<file path="src/rtl/edge_capture_fifo.sv">
// Edge-triggered capture stage: combines request lines into a trigger, samples din on its
// rising edge into a small FIFO drained over a valid/ready port, and counts overflow drops.
module edge_capture_fifo #(
  parameter int W     = 8,
  parameter int N     = 4,
  parameter int DEPTH = 4,
  parameter int CW    = 8
) (
  input  logic                       clk,
  input  logic                       rst_n,
  input  logic                       clr,
  input  logic [1:0]                 mode,
  input  logic [N-1:0]               mask,
  input  logic [N-1:0]               req,
  input  logic [W-1:0]               din,
  output logic                       out_valid,
  input  logic                       out_ready,
  output logic [W-1:0]               out_data,
  output logic [$clog2(DEPTH):0]     count,
  output logic                       ovf,
  output logic [CW-1:0]              drop_cnt
);

  localparam int AW = $clog2(DEPTH);

  logic [W-1:0]  mem [DEPTH];
  logic [AW-1:0] wr_ptr;
  logic [AW-1:0] rd_ptr;
  logic          trig;
  logic          trig_q;
  logic          cap;
  logic          pop;
  logic          full;
  logic          wr_en;
  logic          drop;

  always_comb begin
    trig = 1'b0;
    case (mode)
      2'b00: trig = |req;
      2'b01: trig = ~req[N-1] & (|req[N-2:0]);
      2'b10: trig = &req;
      2'b11: trig = |(req & mask);
      default: trig = 1'b0;
    endcase
  end

  assign out_valid = (count != '0);
  assign out_data  = mem[rd_ptr];
  assign full      = (count == (AW+1)'(DEPTH));
  assign cap       = trig & ~trig_q;
  assign pop       = out_valid & out_ready & ~clr;
  // A full FIFO still accepts a capture when the head leaves in the same cycle.
  assign wr_en     = cap & ~clr & (~full | pop);
  assign drop      = cap & ~clr & full & ~pop;

  always_ff @(posedge clk or negedge rst_n) begin
    if (!rst_n) begin
      trig_q   <= 1'b1;
      wr_ptr   <= '0;
      rd_ptr   <= '0;
      count    <= '0;
      ovf      <= 1'b0;
      drop_cnt <= '0;
    end else if (clr) begin
      trig_q   <= 1'b1;
      wr_ptr   <= '0;
      rd_ptr   <= '0;
      count    <= '0;
      ovf      <= 1'b0;
      drop_cnt <= '0;
    end else begin
      trig_q <= trig;
      if (wr_en) wr_ptr <= wr_ptr + 1'b1;
      if (pop)   rd_ptr <= rd_ptr + 1'b1;
      case ({wr_en, pop})
        2'b10:   count <= count + 1'b1;
        2'b01:   count <= count - 1'b1;
        default: count <= count;
      endcase
      if (drop) begin
        ovf <= 1'b1;
        if (drop_cnt != '1) drop_cnt <= drop_cnt + 1'b1;
      end
    end
  end

  // Storage needs no reset: out_data is only meaningful while out_valid is high.
  always_ff @(posedge clk) begin
    if (wr_en) mem[wr_ptr] <= din;
  end

endmodule

</file>
<file path="config.mk">
export PLATFORM = sky130hd
export DESIGN_NAME = edge_capture_fifo
export DESIGN_NICKNAME = d
export VERILOG_FILES = /design/src/rtl/edge_capture_fifo.sv
export SDC_FILE = /design/constraint.sdc
export NUM_CORES = 1
export LEC_CHECK = 0
export BUFFER_PORTS_ARGS = -buffer_cell sky130_fd_sc_hd__buf_2
export CAP_MARGIN = 10
export CORE_AREA = 2 2 70 72
export CTS_CLUSTER_SIZE = 24
export DETAILED_ROUTE_END_ITERATION = 6
export DIE_AREA = 0 0 72 74
export PLACE_DENSITY = 0.76
export SLEW_MARGIN = 20
export SYNTH_ARGS = -nofsm -noshare
export SYNTH_HDL_FRONTEND = slang
export SYNTH_SLANG_ARGS = --single-unit
export TNS_END_PERCENT = 10
</file>
<file path="constraint.sdc">
create_clock -name clk -period 2.9 [get_ports clk]
set_input_delay 0.435 -clock clk [delete_from_list [all_inputs] [get_ports clk]]
set_output_delay 0.435 -clock clk [all_outputs]
set_load 0.005 [all_outputs]
</file>
# Word level (Yosys, flattened, before mapping)
# Memories as Yosys holds them, arrays and structs flattened.
# Index checks and enable logic that the tools add are counted.
# word_totals
rom_bits	0
ramBits	32
mem_count	1
latch_bits	0
out_inout_bits	21
elab_cells	61
in_bits	22
register_bits	17
# mem_list
name	words	width	rd	rd_clocked_by_memory_dff	wr	line_no	rtl
mem	4	8	1	0	1	26	logic [W-1:0] mem [DEPTH];
# classes
bitwise	15
n_eq_ne	7
multipliers	0
shifts	0
addsub	5
magnitude_cmp	0
div_mod_pow	0
n_reduce_logical	12
mux	15
# ops
operator	count
$mux 8	3
$add 8x1->8 const B	1
$and 1x1->1	8
$mux 2	4
$ne 8x8->1 const B	1
$reduce_bool 2->1	4
$reduce_or 4->1	2
$eq 2x2->1 const B	3
$pmux 3 s2	1
$reduce_bool 3->1	2
$mux 1	5
$not 1->1	5
$add 2x1->2 const B	2
$and 4x4->4	1
$eq 2x1->1 const B	2
$pmux 1 s4	1
$reduce_and 4->1	1
$add 3x1->3 const B	1
$eq 3x3->1 const B	1
$mux 3	1
$reduce_or 3->1	1
$sub 3x1->3 const B	1
$logic_not 2->1	1
$reduce_and 2->1	1
$or 1x1->1	1

# Depth between registers and ports, before layout
# logic_depth
word_depth	9
ltp_mapped	8
depth_no_buf	8

# Worst setup path after synthesis
# No wires, ideal clock.
# synth_timing
path_kind	in2reg
from	input port req[2]
to	register count[2]
cell_stages	8
slack_ns	0.082
arrival_ns	2.690
setup_time_ns	0.128
t_required_ns	2.772
path_buffers	0
path_cell_list	and3_2 o311ai_2 a31oi_4 or3b_1 fa_1 or3_1 mux2i_1 mux2_1
# synth_via
elab_chain_len	9
elab_cells_between_ends	15
cone_classes	2 x eq/ne; 3 x mux; 5 x bitwise; 5 x reduce/logical
# synth_rtl
element	line_no	rtl
start: declaration	14	input logic [N-1:0] req,
$and 4x4->4 or $reduce_or 3->1 (tied branches)	43, 41	
$reduce_or 4->1 or $and 1x1->1 (tied branches)	43, 41	
$pmux 1 s4 (*)	39	case (mode)
$and 1x1->1 (*)	51	assign cap = trig & ~trig_q;
$and 1x1->1 (*) (2 in a row)	54	assign wr_en = cap & ~clr & (~full | pop);
$eq 2x1->1 or $eq 2x2->1 (tied branches)	76	case ({wr_en, pop})
$pmux 3 s2	76	
$mux 3	65	end else if (clr) begin
end signal: assignment	77	2'b10: count <= count + 1'b1;
end signal: assignment	78	2'b01: count <= count - 1'b1;
end signal: assignment	79	default: count <= count;
end: declaration	19	output logic [$clog2(DEPTH):0] count,
# Mark *: on every way between the ends. The rest lies on a longest branch, timed or not.
# A chain may end at the register's enable or synchronous reset.

# Final worst setup path
# Ends and elaborated chain as after synthesis.

==> results.cfg <==
[global_routing]
antenna_found_initial = 0
grt_max_degree = 18
grt_pass1_wl_um = 6520
grt_usage_pct = 16.15
grt_pass1_vias = 1430
grt_overflow_total = 0

[hold_path]
min_path_type = in -> async

[route]
wl_met1_um = 1807
drc = 0
drt_wl_total_um = 3981
wl_met3_um = 131
drt_first_iter_violations = 171
drtAntennaViolNets = 0
routed-via-count = 1499
viasPerCell = 5.572
first_pass_iters = 4
top_layer_used = met4
met2_length_um = 2001
post_drt_wl_per_cell_um = 14.80

[die]
die_area_um2 = 5328
start_util_pct = 52.24
io_pins = 43
core_um2 = 4598
die_x_um = 72
rows = 25
fp.dieH_um = 74

[worst_setup_path]
cpMaxStageDelayCell = fa_1
path_buf_inv = 1
max_stage_delay_ps = 380
worstPathArrival_ps = 2790
startpoint_type = input port
crit_chain = buf_2 -> and3_2 -> o311ai_2 -> a31oi_4 -> or3b_1 -> fa_1 -> or3_1 -> mux2i_1 -> mux2_1
critPathCaptureType = flop
cp_max_fo = 2
crit_family = simple AND/OR/NAND/NOR gates
cp.required_ps = 3080
worst-setup-path-type = in -> reg
reg2reg_from = count[2]
cp-startpoint = req[2]

[sta]
tightest_slew_ps = 594.5
layout_min_cycle_time_ps = 2610
clock_skew_ps = 11.60
period_share_pct = 90.00
layout_setup_ws_ps = 290.0
holdWs_ps = 40.53
drv_slew = 0
slew_headroom_pct = 60.36
timing_hold_violations_final = 0
setup_viol = 0
grt_setup_unrepaired = false
fmax_ghz = 0.3831

[clock_network]
clock-sinks = 49
holdBufCountCts = 0
post-cts-setup-buffers = 0
clkLatencyLatePin_ps = 300
cts_tree = done
cts.path.max_buffers = 2
htree_levels = 2
cts_buffers = 5
cts_root_buffer = clkbuf_8
path_clk_slew_ps = 100
cts_resized = 0

[final_layout]
fin_area_um2 = 2789
drive_gt1_share_pct = 38.60
synthToLayoutAreaGrowth_pct = 16.09
nets = 242
antenna_cells = 0

[pwr]
p_leak_nw = 1.085
pwr_density_cell_nw_per_um2 = 581.1
peakVddDrop_mv = 0.2089

[yosys]
synth_area_um2 = 2402
ys_seq_area_share_pct = 57.76
async_reset_ff_share_pct = 34.69
postSynthNetCount = 192
synth_ff_type = edfxtp_1
synth-seq-cells = 49
yosysWarnings = 0
synthCells = 164
synth-edff-count = 32
avgSynthCellArea_um2 = 14.65
ys_types = 57

[placed_design]
numPortBuffers = 42
dp_hpwl_um = 2874
place_area_um2 = 2673
place_congestion = 0.7001
place_ws_ps = -48.50

[flow_run]
drv_cap = 0

[run_status]
status = completed
-- cell usage after synthesis (2+ instances only) --
cell type | n | share of area [%]
dfrtp_1 | 16 | 17
a21oi_1 | 6 | 1.3
o31ai_1 | 3 | 0.94
edfxtp_1 | 32 | 40
nand3_1 | 2 | 0.42
inv_1 | 6 | 0.94
mux2i_1 | 4 | 1.7
mux4_2 | 8 | 7.5
and3_2 | 2 | 0.62
nor2b_1 | 3 | 0.78
ha_1 | 5 | 2.6
and2_1 | 4 | 1.0
o21ai_1 | 2 | 0.42
xnor2_1 | 2 | 0.73
mux2_1 | 3 | 1.4
clkbuf_8 | 2 | 1.1
nand2_1 | 8 | 1.3
or4_1 | 3 | 0.94
nor2_1 | 15 | 2.3
-- power breakdown --
group | internal, mW | total (mW) | switching, mW | leakage, nW
clock network | 0.263 | 0.495 | 0.232 | 0.0591
logic | 0.168 | 0.310 | 0.142 | 0.506
registers | 0.775 | 0.815 | 0.0400 | 0.520
-- path summary, 6_finish.rpt --
kind	to	slack (ps)	cells past startpoint
worst max-delay path	count[2]	290	9
worst min-delay path	wr_ptr[1]	40	1
worst max register to register	count[2]	460	7
worst min register to register	ovf	510	2
max in group asynchronous	trig_q	2530	1
min in group clk	mem[3][6]	350	1
-- cell usage in the layout, fill, tap and decap left out, types with 4 or more instances in the layout --
cell type,count
nand2_1,8
and2_1,4
mux2i_1,4
dfrtp_1,16
a21oi_1,6
mux4_2,8
clkbuf_8,5
buf_2,42
ha_1,5
edfxtp_1,32
inv_1,6
buf_4,7
nor2_1,15
-- kinds of logic (layout without fill, tap and decap cells) --
| group | after synthesis | count (layout) | synth area share, % |
|---|---|---|---|
| XOR/XNOR | 3 | 3 | 1.094 |
| flip-flops | 49 | 49 | 57.76 |
| multiplexers | 15 | 15 | 10.57 |
| adder cells (fa/ha/maj) | 6 | 6 | 3.438 |
| buffers and inverters | 13 | 64 | 3.593 |
| AND/OR/NAND/NOR | 52 | 52 | 12.66 |
| AO/OA/AOI/OAI | 26 | 26 | 10.89 |
-- metrics by stage --
step | setup TNS, ps | utilization, % | cells | total power, mW
2_1_floorplan | 0 | - | 164 | 1.047
3_3_place_gp | -13.89 | 58.12 | 261 | 1.137
3_5_place_dp | -48.50 | 58.12 | 261 | 1.145
4_1_cts | 0 | 60.65 | 269 | 1.643
5_1_grt | 0 | 60.65 | 269 | 1.709
6_report | 0 | 60.65 | 269 | 1.621
-- sequential cells by signal (all words and copies together), names as in the netlist --
register / cells
wr_ptr: 2
mem: 32
ovf: 1
drop_cnt: 8
trig_q: 1
rd_ptr: 2
count: 3
-- layout make-up --
| cell class | instances | area (um2) |
|---|---|---|
| Inverter | 7 | 26.28 |
| Timing Repair Buffer | 49 | 262.8 |
| Clock buffer | 5 | 68.82 |
| Multi-Input combinational cell | 102 | 928.4 |
| Fill cell | 369 | 1809 |
| Sequential cell | 49 | 1388 |
| Tap cell | 54 | 67.56 |
| Clock inverter | 3 | 47.55 |
-- per-layer routing --
layer | GRT usage, % | vias to the layer above
met5 | 0 | -
met4 | 5.031 | 0
met3 | 4.065 | 4
met2 | 25.72 | 27
met1 | 22.25 | 736
li1 | - | 732
(Power assumes the default switching activity.)
